==> src/rtl/tick_counter_ctrl.sv <==
// Push-button controlled modulo counter: synchronised and debounced button cycles the mode
// UP -> DOWN -> PAUSE, while a free-running prescaler paces the count steps.
module tick_counter_ctrl #(
  parameter int unsigned WIDTH    = 3,
  parameter int unsigned MODULO   = 8,
  parameter int unsigned DIV      = 100,
  parameter int unsigned DEBOUNCE = 4
) (
  input  logic             clk,
  input  logic             reset,
  input  logic             btn,
  output logic [WIDTH-1:0] count,
  output logic [1:0]       mode,
  output logic             tick,
  output logic             btn_pulse
);

  localparam int unsigned PcntW = $clog2(DIV);
  localparam int unsigned DcntW = (DEBOUNCE > 1) ? $clog2(DEBOUNCE) : 1;
  localparam logic [PcntW-1:0] PcntMax  = PcntW'(DIV - 1);
  localparam logic [DcntW-1:0] DcntMax  = DcntW'(DEBOUNCE - 1);
  localparam logic [WIDTH-1:0] CountMax = WIDTH'(MODULO - 1);

  typedef enum logic [1:0] {
    ModeUp    = 2'b00,
    ModeDown  = 2'b01,
    ModePause = 2'b10
  } mode_e;

  logic [1:0]       sync_q;
  logic             deb_q, deb_d;
  logic [DcntW-1:0] dcnt_q, dcnt_d;
  logic [PcntW-1:0] pcnt_q, pcnt_d;
  logic             tick_q, tick_d;
  logic             pulse_q, pulse_d;
  mode_e            mode_q, mode_d;
  logic [WIDTH-1:0] count_q, count_d;
  logic             press;
  logic             wrap;

  // Debounce: accept a new level only after DEBOUNCE consecutive disagreeing samples.
  always_comb begin
    deb_d  = deb_q;
    dcnt_d = dcnt_q;
    press  = 1'b0;
    if (sync_q[1] == deb_q) begin
      dcnt_d = '0;
    end else if (dcnt_q == DcntMax) begin
      deb_d  = sync_q[1];
      dcnt_d = '0;
      press  = sync_q[1];
    end else begin
      dcnt_d = dcnt_q + DcntW'(1);
    end
  end

  always_comb begin
    wrap   = (pcnt_q == PcntMax);
    pcnt_d = wrap ? '0 : pcnt_q + PcntW'(1);
    tick_d = wrap;
  end

  always_comb begin
    mode_d  = mode_q;
    pulse_d = press;
    if (press) begin
      unique case (mode_q)
        ModeUp:    mode_d = ModeDown;
        ModeDown:  mode_d = ModePause;
        ModePause: mode_d = ModeUp;
        default:   mode_d = ModeUp;
      endcase
    end
  end

  // Count steps on the prescaler wrap edge, using the mode held before that edge.
  always_comb begin
    count_d = count_q;
    if (wrap) begin
      unique case (mode_q)
        ModeUp:   count_d = (count_q == CountMax) ? '0 : count_q + WIDTH'(1);
        ModeDown: count_d = (count_q == '0) ? CountMax : count_q - WIDTH'(1);
        default:  count_d = count_q;
      endcase
    end
  end

  always_ff @(posedge clk) begin
    if (reset) begin
      sync_q  <= '0;
      deb_q   <= 1'b0;
      dcnt_q  <= '0;
      pcnt_q  <= '0;
      tick_q  <= 1'b0;
      pulse_q <= 1'b0;
      mode_q  <= ModeUp;
      count_q <= '0;
    end else begin
      sync_q  <= {sync_q[0], btn};
      deb_q   <= deb_d;
      dcnt_q  <= dcnt_d;
      pcnt_q  <= pcnt_d;
      tick_q  <= tick_d;
      pulse_q <= pulse_d;
      mode_q  <= mode_d;
      count_q <= count_d;
    end
  end

  assign count     = count_q;
  assign mode      = mode_q;
  assign tick      = tick_q;
  assign btn_pulse = pulse_q;

endmodule

==> config.mk <==
export PLATFORM = sky130hd
export DESIGN_NAME = tick_counter_ctrl
export DESIGN_NICKNAME = d
export VERILOG_FILES = /design/src/rtl/tick_counter_ctrl.sv
export SDC_FILE = /design/constraint.sdc
export NUM_CORES = 1
export LEC_CHECK = 0
export ABC_AREA = 1
export BUFFER_PORTS_ARGS = -buffer_cell sky130_fd_sc_hd__buf_4
export CORE_AREA = 2 2 43 45
export CTS_CLUSTER_DIAMETER = 60
export CTS_CLUSTER_SIZE = 24
export DETAILED_ROUTE_END_ITERATION = 16
export DIE_AREA = 0 0 45 47
export HOLD_SLACK_MARGIN = 0.02
export PLACE_DENSITY = 0.75
export REMOVE_ABC_BUFFERS = 1
export SLEW_MARGIN = 20
export SYNTH_ARGS = -nofsm -noshare
export SYNTH_HDL_FRONTEND = slang
export SYNTH_SLANG_ARGS = --single-unit
export TNS_END_PERCENT = 20
==> constraint.sdc <==
create_clock -name clk -period 1.5 [get_ports clk]
set_input_delay 0.225 -clock clk [delete_from_list [all_inputs] [get_ports clk]]
set_output_delay 0.225 -clock clk [all_outputs]
set_load 0.02 [all_outputs]
# Yosys cells after proc, flatten, opt, wreduce, memory -nomap -nowiden

Cells that the tools add are included.

Register bits: 19
Input port bits: 3
Output and inout port bits: 7
Word-level logic and storage cells: 31

Add/subtract/negate cells: 4
Equality and inequality tests: 5
Multiplexer cells: 6
Bitwise operators: 1
Reductions and logical operators: 7

Operators with widths:

| operator                                                               | number |
|---|---|
| 7-bit by 1-bit adder with 7-bit output (second input constant)         | 1 |
| 7-bit equality test (second input constant)                            | 1 |
| 3-bit two-way mux                                                      | 2 |
| 3-bit case mux with 2 select lines                                     | 1 |
| 2-bit case mux with 2 select lines                                     | 1 |
| 2-bit AND reduction                                                    | 2 |
| 3-bit by 1-bit adder with 3-bit output (second input constant)         | 1 |
| 3-bit equality test (second input constant)                            | 1 |
| 3-bit logical NOT                                                      | 1 |
| 3-bit OR reduction                                                     | 1 |
| 3-bit by 1-bit subtractor with 3-bit output (second input constant)    | 1 |
| 2-bit by 1-bit adder with 2-bit output (second input constant)         | 1 |
| 2-bit by 1-bit equality test with 1-bit output (second input constant) | 1 |
| 2-bit equality test (second input constant)                            | 1 |
| 2-bit logical NOT                                                      | 1 |
| 1-bit two-way mux                                                      | 2 |
| 2-bit nonzero test                                                     | 1 |
| 2-bit OR reduction                                                     | 1 |
| 1-bit equality test                                                    | 1 |
| 1-bit inverter                                                         | 1 |

# Logic depth before layout (Yosys ltp)

Gate-level depths: netlist (run 1).

Word-level depth: 3
Gate-level depth with buffers: 7
Depth with buffers taken out: 7

# Least setup slack after synthesis (run 1)

No wires, ideal clock.

Path type: reg-to-reg
Start: register count_q[0], in the netlist count[0]
End: register count_q[2], in the netlist count[2]
Setup time: 64 ps
Data arrival time: 1298 ps
Data required time: 1436 ps
Path slack: 138 ps
Cell stages (with the launch flop): 7
Path buffers: 0
Clock period less this slack: 1362 ps
Cell sequence: dfxtp_1 inv_1 ha_1 ha_1 o21ai_0 nor2_1 nor2_1

Word-level cells in the longest chain between the ends: 3
Elaborated cells between the ends (all ways): 7
Those cells by class: add/sub (2); eq/ne (1); mux (3); reduce/logical (1)

Ends and longest elaborated chain:

| element                                                             | line   | RTL |
|---|---|---|
| from (decl)                                                         | 37     | `logic [WIDTH-1:0] count_q, count_d;` |
| from (signal assigned)                                              | 106    | `count_q <= count_d;` |
| 3-bit by 1-bit subtractor with 3-bit output (tied with other cells) | 82     | `ModeDown: count_d = (count_q == '0) ? CountMax : count_q - WIDTH'(1);` |
| 3-bit two-way mux, on equally long branches                         | 82, 81 |  |
| 3-bit case mux with 2 select lines *                                | 80     | `unique case (mode_q)` |

Mark *: on every way between the ends. The rest lies on a longest branch, timed or not.
A chain may end at the register's enable or synchronous reset.

# Final worst setup path (run 1)

Same ends and word-level chain as after synthesis.

==> results of run 1 <==
[synth_stat cells]
cell type,n
a21oi_1,5
ha_1,6
nand2_2,3
nor2_1,24
nand3_1,5
o21ai_0,4
inv_1,17
xor2_1,1
nand3_4,1
a211oi_1,1
nand2_1,14
xnor2_1,1
or2_2,1
nor2_4,1
nor3_2,1
dfxtp_1,19
nand3b_1,2
[cell type report]
cell class                      instances  area (um^2)
Clock buffer                            3         22.5
Clock inverter                          1         5.00
Inverter                               17         63.8
Tap cell                               17         21.3
Fill cell                             157          699
Sequential cell                        19          380
Timing Repair Buffer                    9         67.6
Multi-Input combinational cell         70          392
[path summary, 6_finish.rpt]
path | startpoint | to | cells after the start | slack (ns)
worst max-delay path | count[0]$_SDFFE_PP0P_ | count[2]$_SDFFE_PP0P_ | 6 | 0.20
worst max register to register | count[0]$_SDFFE_PP0P_ | count[2]$_SDFFE_PP0P_ | 6 | 0.20
worst min register to register | sync_q[0]$_SDFF_PP0_ | sync_q[1]$_SDFF_PP0_ | 2 | 0.41
worst min-delay path | btn | sync_q[0]$_SDFF_PP0_ | 3 | 0.12
[cell families (layout without fill, tap and decap cells)]
logic type / after synthesis / count (layout) / synth area share
buf+inv: 17 / 30 / 0.0763
fa+ha+maj: 6 / 6 / 0.0898
xor+xnor: 2 / 2 / 0.0210
simple gates: 52 / 52 / 0.295
flops: 19 / 19 / 0.455
compound gates: 10 / 10 / 0.0629
[metal layers]
layer  vias up  wire length, um  track usage
met2        11              549        0.220
met1       266              647        0.173
met3         4               46       0.0346
li1        354                -            -
met4         0               25       0.0882
met5         -                0            0
[state kept, by name (all words and copies together) (netlist names)]
signal	count
btn_pulse	1
count	3
dcnt_q	2
deb_q	1
mode	2
pcnt_q	7
sync_q	2
tick	1
[cells in the final DEF (no fill, tap or decap), types with 2 or more instances in the layout]
cell and count:
nor2_1 24, dfxtp_1 19, inv_1 17, nand2_1 14, buf_4 9, ha_1 6, a21oi_1 5, nand3_1 5
o21ai_0 4, nand2_2 3, clkbuf_4 3, nand3b_1 2
[critical path, stage by stage, from the launching register on]
cell,delay [ns]
dfxtp_1,0.39
inv_1,0.08
ha_1,0.20
ha_1,0.26
o21ai_0,0.16
nor2_1,0.06
nor2_1,0.09
[power by group through the flow]
| stage | sequential (mW) | clock, mW | combinational (mW) |
|---|---|---|---|
| 2_1_floorplan | 0.530 | 0 | 0.0213 |
| 3_3_place_gp | 0.531 | 0 | 0.0307 |
| 3_5_place_dp | 0.532 | 0 | 0.0317 |
| 4_1_cts | 0.520 | 0.269 | 0.0319 |
| 5_1_grt | 0.522 | 0.290 | 0.0361 |
| 6_report | 0.520 | 0.254 | 0.0313 |
[through the flow]
| step | setup WS, ns | hold WS (ns) | util | cells | total power [mW] |
|---|---|---|---|---|---|
| global route | 0.106 | 0.118 | 0.577 | 136 | 0.848 |
| global placement | 0.258 | 0.391 | 0.560 | 132 | 0.562 |
| finish | 0.198 | 0.120 | 0.577 | 136 | 0.806 |
| floorplan | 0.138 | 0.294 | - | 106 | 0.552 |
| detailed placement | 0.206 | 0.396 | 0.560 | 132 | 0.564 |
| CTS | 0.174 | 0.111 | 0.577 | 136 | 0.822 |
==> results.toml, run 1 <==
[outcome]
status = "completed"

[cells_and_area]
design_area_um2 = 952
drive_above_1_share = 0.168
n_antenna_cell = 0
syn2layout_area_growth_pct = 13.9
fin_nets = 129

[critical_path]
end_kind = "flop"
startpoint_type = "flop"
cp.required_ns = 1.74
critPathArrivalTime_ns = 1.54
cp_max_fo = 4
critical_path_class = "reg2reg"

[power_and_ir_drop]
p_sw_mw = 0.180
pwr-share-comb = 0.039
leakage_nw = 0.438
cellPowerDensity_nw_per_um2 = 846
seq_power_share = 0.645
power_frac_clock = 0.316
internal_power_mw = 0.626
swShare = 0.223
peakVddDrop_mv = 0.528

[clock_tree]
insertion_delay_ns = 0.29
cts_hold_buf = 0
post_cts_resized = 0
path_clk_slew_ns = 0.11
cts-buffers-inserted = 3
clock_sinks = 19
root_buffer = "clkbuf_4"
htreeDepth = 1
post_cts_buffers = 0
cts_tree = "yes"
clock_path_buffers = 2

[logic_synthesis]
synth_seq_cells = 19
synthTopCellsByArea = "dfxtp_1, nor2_1, ha_1"
avgSynthCellArea_um2 = 7.88
ys_seq_area_frac = 0.455
syn-instance-count = 106
synth_top_area_cell = "dfxtp_1"
synth_top_area_frac = 0.455
syn-cell-area_um2 = 836
yosys.cell_types.count = 17
yosys_warnings = 0

[place]
place.port_buffers = 9
gp_congestion = 0.776
place_area_um2 = 925
dp_hpwl_um = 960

[timing]
drv_slew = 0
post-route-period-util = 0.868
tightest_slew_ns = 0.231
clock-skew-final_ns = 0.00686
hold_viol_final = 0
final-setup-viol-count = 0
timing.slew.headroom = 0.845
rsz0062_at_grt = "false"
min_period_ns = 1.30
setup_tns_ns = 0
fmax_mhz = 768

[route]
detail_route.vias_per_cell = 4.67
totalWireLength_um = 1270
drtPass1Iterations = 5
wl_per_cell_um = 9.32
postRouteAntennaNets = 0
drc = 0
vias = 635
drt_iter0_drc = 6

[global_routing]
grt_pass1_wl_um = 2090
grt.total_usage = 0.140
grt_pass1_vias = 525
grt_max_degree = 12
grt_overflow_total = 0
antenna_found_initial = 0

[floorplan]
die_w_um = 45
dieArea_um2 = 2120
dieHeight_um = 47
core-area_um2 = 1650
ios = 10
start_util = 0.506
std_cell_rows = 15

[min_path]
hold_path_class = "in2reg"

[run]
maxCapViolCount = 0
Power figures use the tool's default switching activity.
==> run 2: changes to the inputs <==
--- a/config.mk
+++ b/config.mk
@@ -5,15 +5,15 @@
 export SDC_FILE = /design/constraint.sdc
 export NUM_CORES = 1
 export LEC_CHECK = 0
-export ABC_AREA = 1
+export ABC_AREA = 0
 export BUFFER_PORTS_ARGS = -buffer_cell sky130_fd_sc_hd__buf_4
-export CORE_AREA = 2 2 43 45
+export CORE_AREA = 2 2 42 44
 export CTS_CLUSTER_DIAMETER = 60
 export CTS_CLUSTER_SIZE = 24
 export DETAILED_ROUTE_END_ITERATION = 16
-export DIE_AREA = 0 0 45 47
+export DIE_AREA = 0 0 44 46
 export HOLD_SLACK_MARGIN = 0.02
-export PLACE_DENSITY = 0.75
+export PLACE_DENSITY = 0.77
 export REMOVE_ABC_BUFFERS = 1
 export SLEW_MARGIN = 20
 export SYNTH_ARGS = -nofsm -noshare
==> results.toml, run 2 <==
[cells_and_area]
regMostFlops = "pcnt_q"
final.fill_count = 148
final_cell_mix = "dfxtp_1, nor2_1, buf_4, a21oi_1, ha_1"
drive_above_1_share = 0.177
multi_input_area_um2 = 407
fin_nets = 106
fin_util = 0.576
design_area_um2 = 930
mostFrequentLayoutCell = "dfxtp_1"
layout.cells.non_filler = 113
syn2layout_area_growth_pct = 14.8
largest_reg_flops = 7
n_antenna_cell = 0
ff_latch_area_um2 = 382

[timing]
min_period_ns = 1.42
timing.slew.headroom = 0.744
timing.final.ws_setup_ns = 0.0798
tightest_slew_ns = 0.383
clock-skew-final_ns = 0.00159
fmax_mhz = 704
rsz0062_at_grt = "false"
post-route-period-util = 0.947
drv_slew = 0
hold_viol_final = 0
setup_tns_ns = 0
final-setup-viol-count = 0

[place]
dp_slack_ns = 0.0783
place.port_buffers = 9
place_area_um2 = 902
gp_congestion = 0.888
dp_hpwl_um = 1000
dp_cells = 109

[logic_synthesis]
ys_seq_area_frac = 0.470
yosys_warnings = 0
synth_top_area_cell = "dfxtp_1"
synth.most_common_cell = "dfxtp_1"
ys.flop_type = "dfxtp_1"
synth_top_area_frac = 0.470
syn-instance-count = 83
yosys.cell_types.count = 25
synthTopCellsByCount = "dfxtp_1, nor2_1, a21oi_1"
synthTopCellsByArea = "dfxtp_1, ha_1, a21oi_1"
synthArstFlopShare = 0
avgSynthCellArea_um2 = 9.75
syn-cell-area_um2 = 810
synth_edf_count = 0
synth_seq_cells = 19

[route]
vias = 597
postRouteAntennaNets = 0
drt_iter0_drc = 0
totalWireLength_um = 1310
drc = 0
drtPass1Iterations = 1
wl_per_cell_um = 11.6
detail_route.vias_per_cell = 5.28

[global_routing]
grt.total_usage = 0.154
grtUsageMet3 = 0.0357
grt_pass1_vias = 514
gr-max-usage-layer = "met2"
grt_overflow_total = 0
use_met1 = 0.178
met2_usage = 0.244
grt_max_degree = 13
grt_pass1_wl_um = 2180
antenna_found_initial = 0

[clock_tree]
clock_path_buffers = 2
htreeDepth = 1
root_buffer = "clkbuf_4"
insertion_delay_ns = 0.29
clock_sinks = 19
cts_tree = "yes"
cts-buffers-inserted = 3
path_clk_slew_ns = 0.10

[power_and_ir_drop]
power_frac_clock = 0.309
peakVddDrop_mv = 0.616
pwr-share-comb = 0.038
cellPowerDensity_nw_per_um2 = 859
internal_power_mw = 0.632
p_sw_mw = 0.167
leakage_nw = 0.368
seq_power_share = 0.653
swShare = 0.209

[critical_path]
critPathArrivalTime_ns = 1.63
worstRegToRegCells = 6
r2r-start = "count[0]$_SDFFE_PP0P_"
crit_family = "adder cells"
crit_start = "count[0]$_SDFFE_PP0P_"
cp.required_ns = 1.71
crit_end = "count[2]$_SDFFE_PP0P_"
r2r-end = "count[2]$_SDFFE_PP0P_"
cpPeakStageDelay_ns = 0.36
startpoint_type = "flop"
crit_buf_inv = 1
path_depth = 6
cp_max_fo = 3
crit_chain = "inv_1, ha_1, ha_1, nor3b_1, a21oi_1, a211oi_1"
r2r_setup_slack_ns = 0.08
end_kind = "flop"
critical_path_class = "reg2reg"
crit_slowest_cell = "dfxtp_1"
cpMostUsedCell = "ha_1"

[floorplan]
core-area_um2 = 1610
std_cell_rows = 15
start_util = 0.502
ios = 10
dieHeight_um = 46
die_w_um = 44
dieArea_um2 = 2020

[min_path]
hold_path_class = "in2reg"
worstHoldPathCells = 2

[run]
maxCapViolCount = 0

[outcome]
status = "completed"
## run 2: cell types whose count changed after synthesis, moves of 2 or more
cell / delta
nor2_1: -14
inv_1: -12
nand2_1: -10
or3_1: +4
a21oi_1: +3
nand2_2: -3
nand3_1: -2
nor2b_1: +2
o21ai_0: -2
xnor2_1: +2
## run 2: kinds of logic (layout without fill, tap and decap cells)
| family | count (synthesis) | in the layout | synth area share |
|---|---|---|---|
| AND/OR/NAND/NOR | 31 | 31 | 0.224 |
| flip-flops | 19 | 19 | 0.470 |
| AO/OA/AOI/OAI | 15 | 15 | 0.119 |
| adder cells (fa/ha/maj) | 6 | 6 | 0.0927 |
| buffers and inverters | 6 | 19 | 0.0278 |
| XOR/XNOR | 5 | 5 | 0.0541 |
| multiplexers | 1 | 1 | 0.0124 |
## run 2: stage by stage
| step | hold WS (ns) | power, mW |
|---|---|---|
| after floorplan | 0.293 | 0.551 |
| after global placement | 0.407 | 0.562 |
| after detailed placement | 0.416 | 0.565 |
| after CTS | 0.133 | 0.811 |
| after global routing | 0.129 | 0.841 |
| final | 0.141 | 0.799 |
## run 2: worst min path at each step
stage / start / to / slack, ns
final: btn / sync_q[0]$_SDFF_PP0_ / 0.14
after global routing: btn / sync_q[0]$_SDFF_PP0_ / 0.13
after CTS: btn / sync_q[0]$_SDFF_PP0_ / 0.13
after detailed placement: dcnt_q[0]$_SDFF_PP0_ / dcnt_q[0]$_SDFF_PP0_ / 0.42
after global placement: dcnt_q[0]$_SDFF_PP0_ / dcnt_q[0]$_SDFF_PP0_ / 0.41
after floorplan: reset / count[0]$_SDFFE_PP0P_ / 0.29
## run 2: timing repair
action / CTS / global route
resized for setup: 0 / 1
setup endpoints to repair: 0 / 1
hold buffers: 0 / 0
setup buffers: 0 / 0
endpoints found under the hold margin: 0 / 0
## run 2: area by class of cell
type	count	area share
clock buffer	4	0.0283
inverter	5	0.0202
multi-input combinational	58	0.437
sequential	19	0.410
tap	17	0.0229
timing repair buffer	10	0.0808
## run 2: power by group through the flow
stage | registers, mW | clock network, mW | logic, mW
CTS | 0.522 | 0.257 | 0.0308
floorplan | 0.533 | 0 | 0.0182
detailed placement | 0.534 | 0 | 0.0305
finish | 0.522 | 0.247 | 0.0300
global placement | 0.534 | 0 | 0.0285
global route | 0.524 | 0.283 | 0.0343
## run 2: routing by layer
layer  vias up  wire (um)
li1        313          -
met1       269        614
met2        13        626
met3         2         55
met4         0         11
met5         -          0
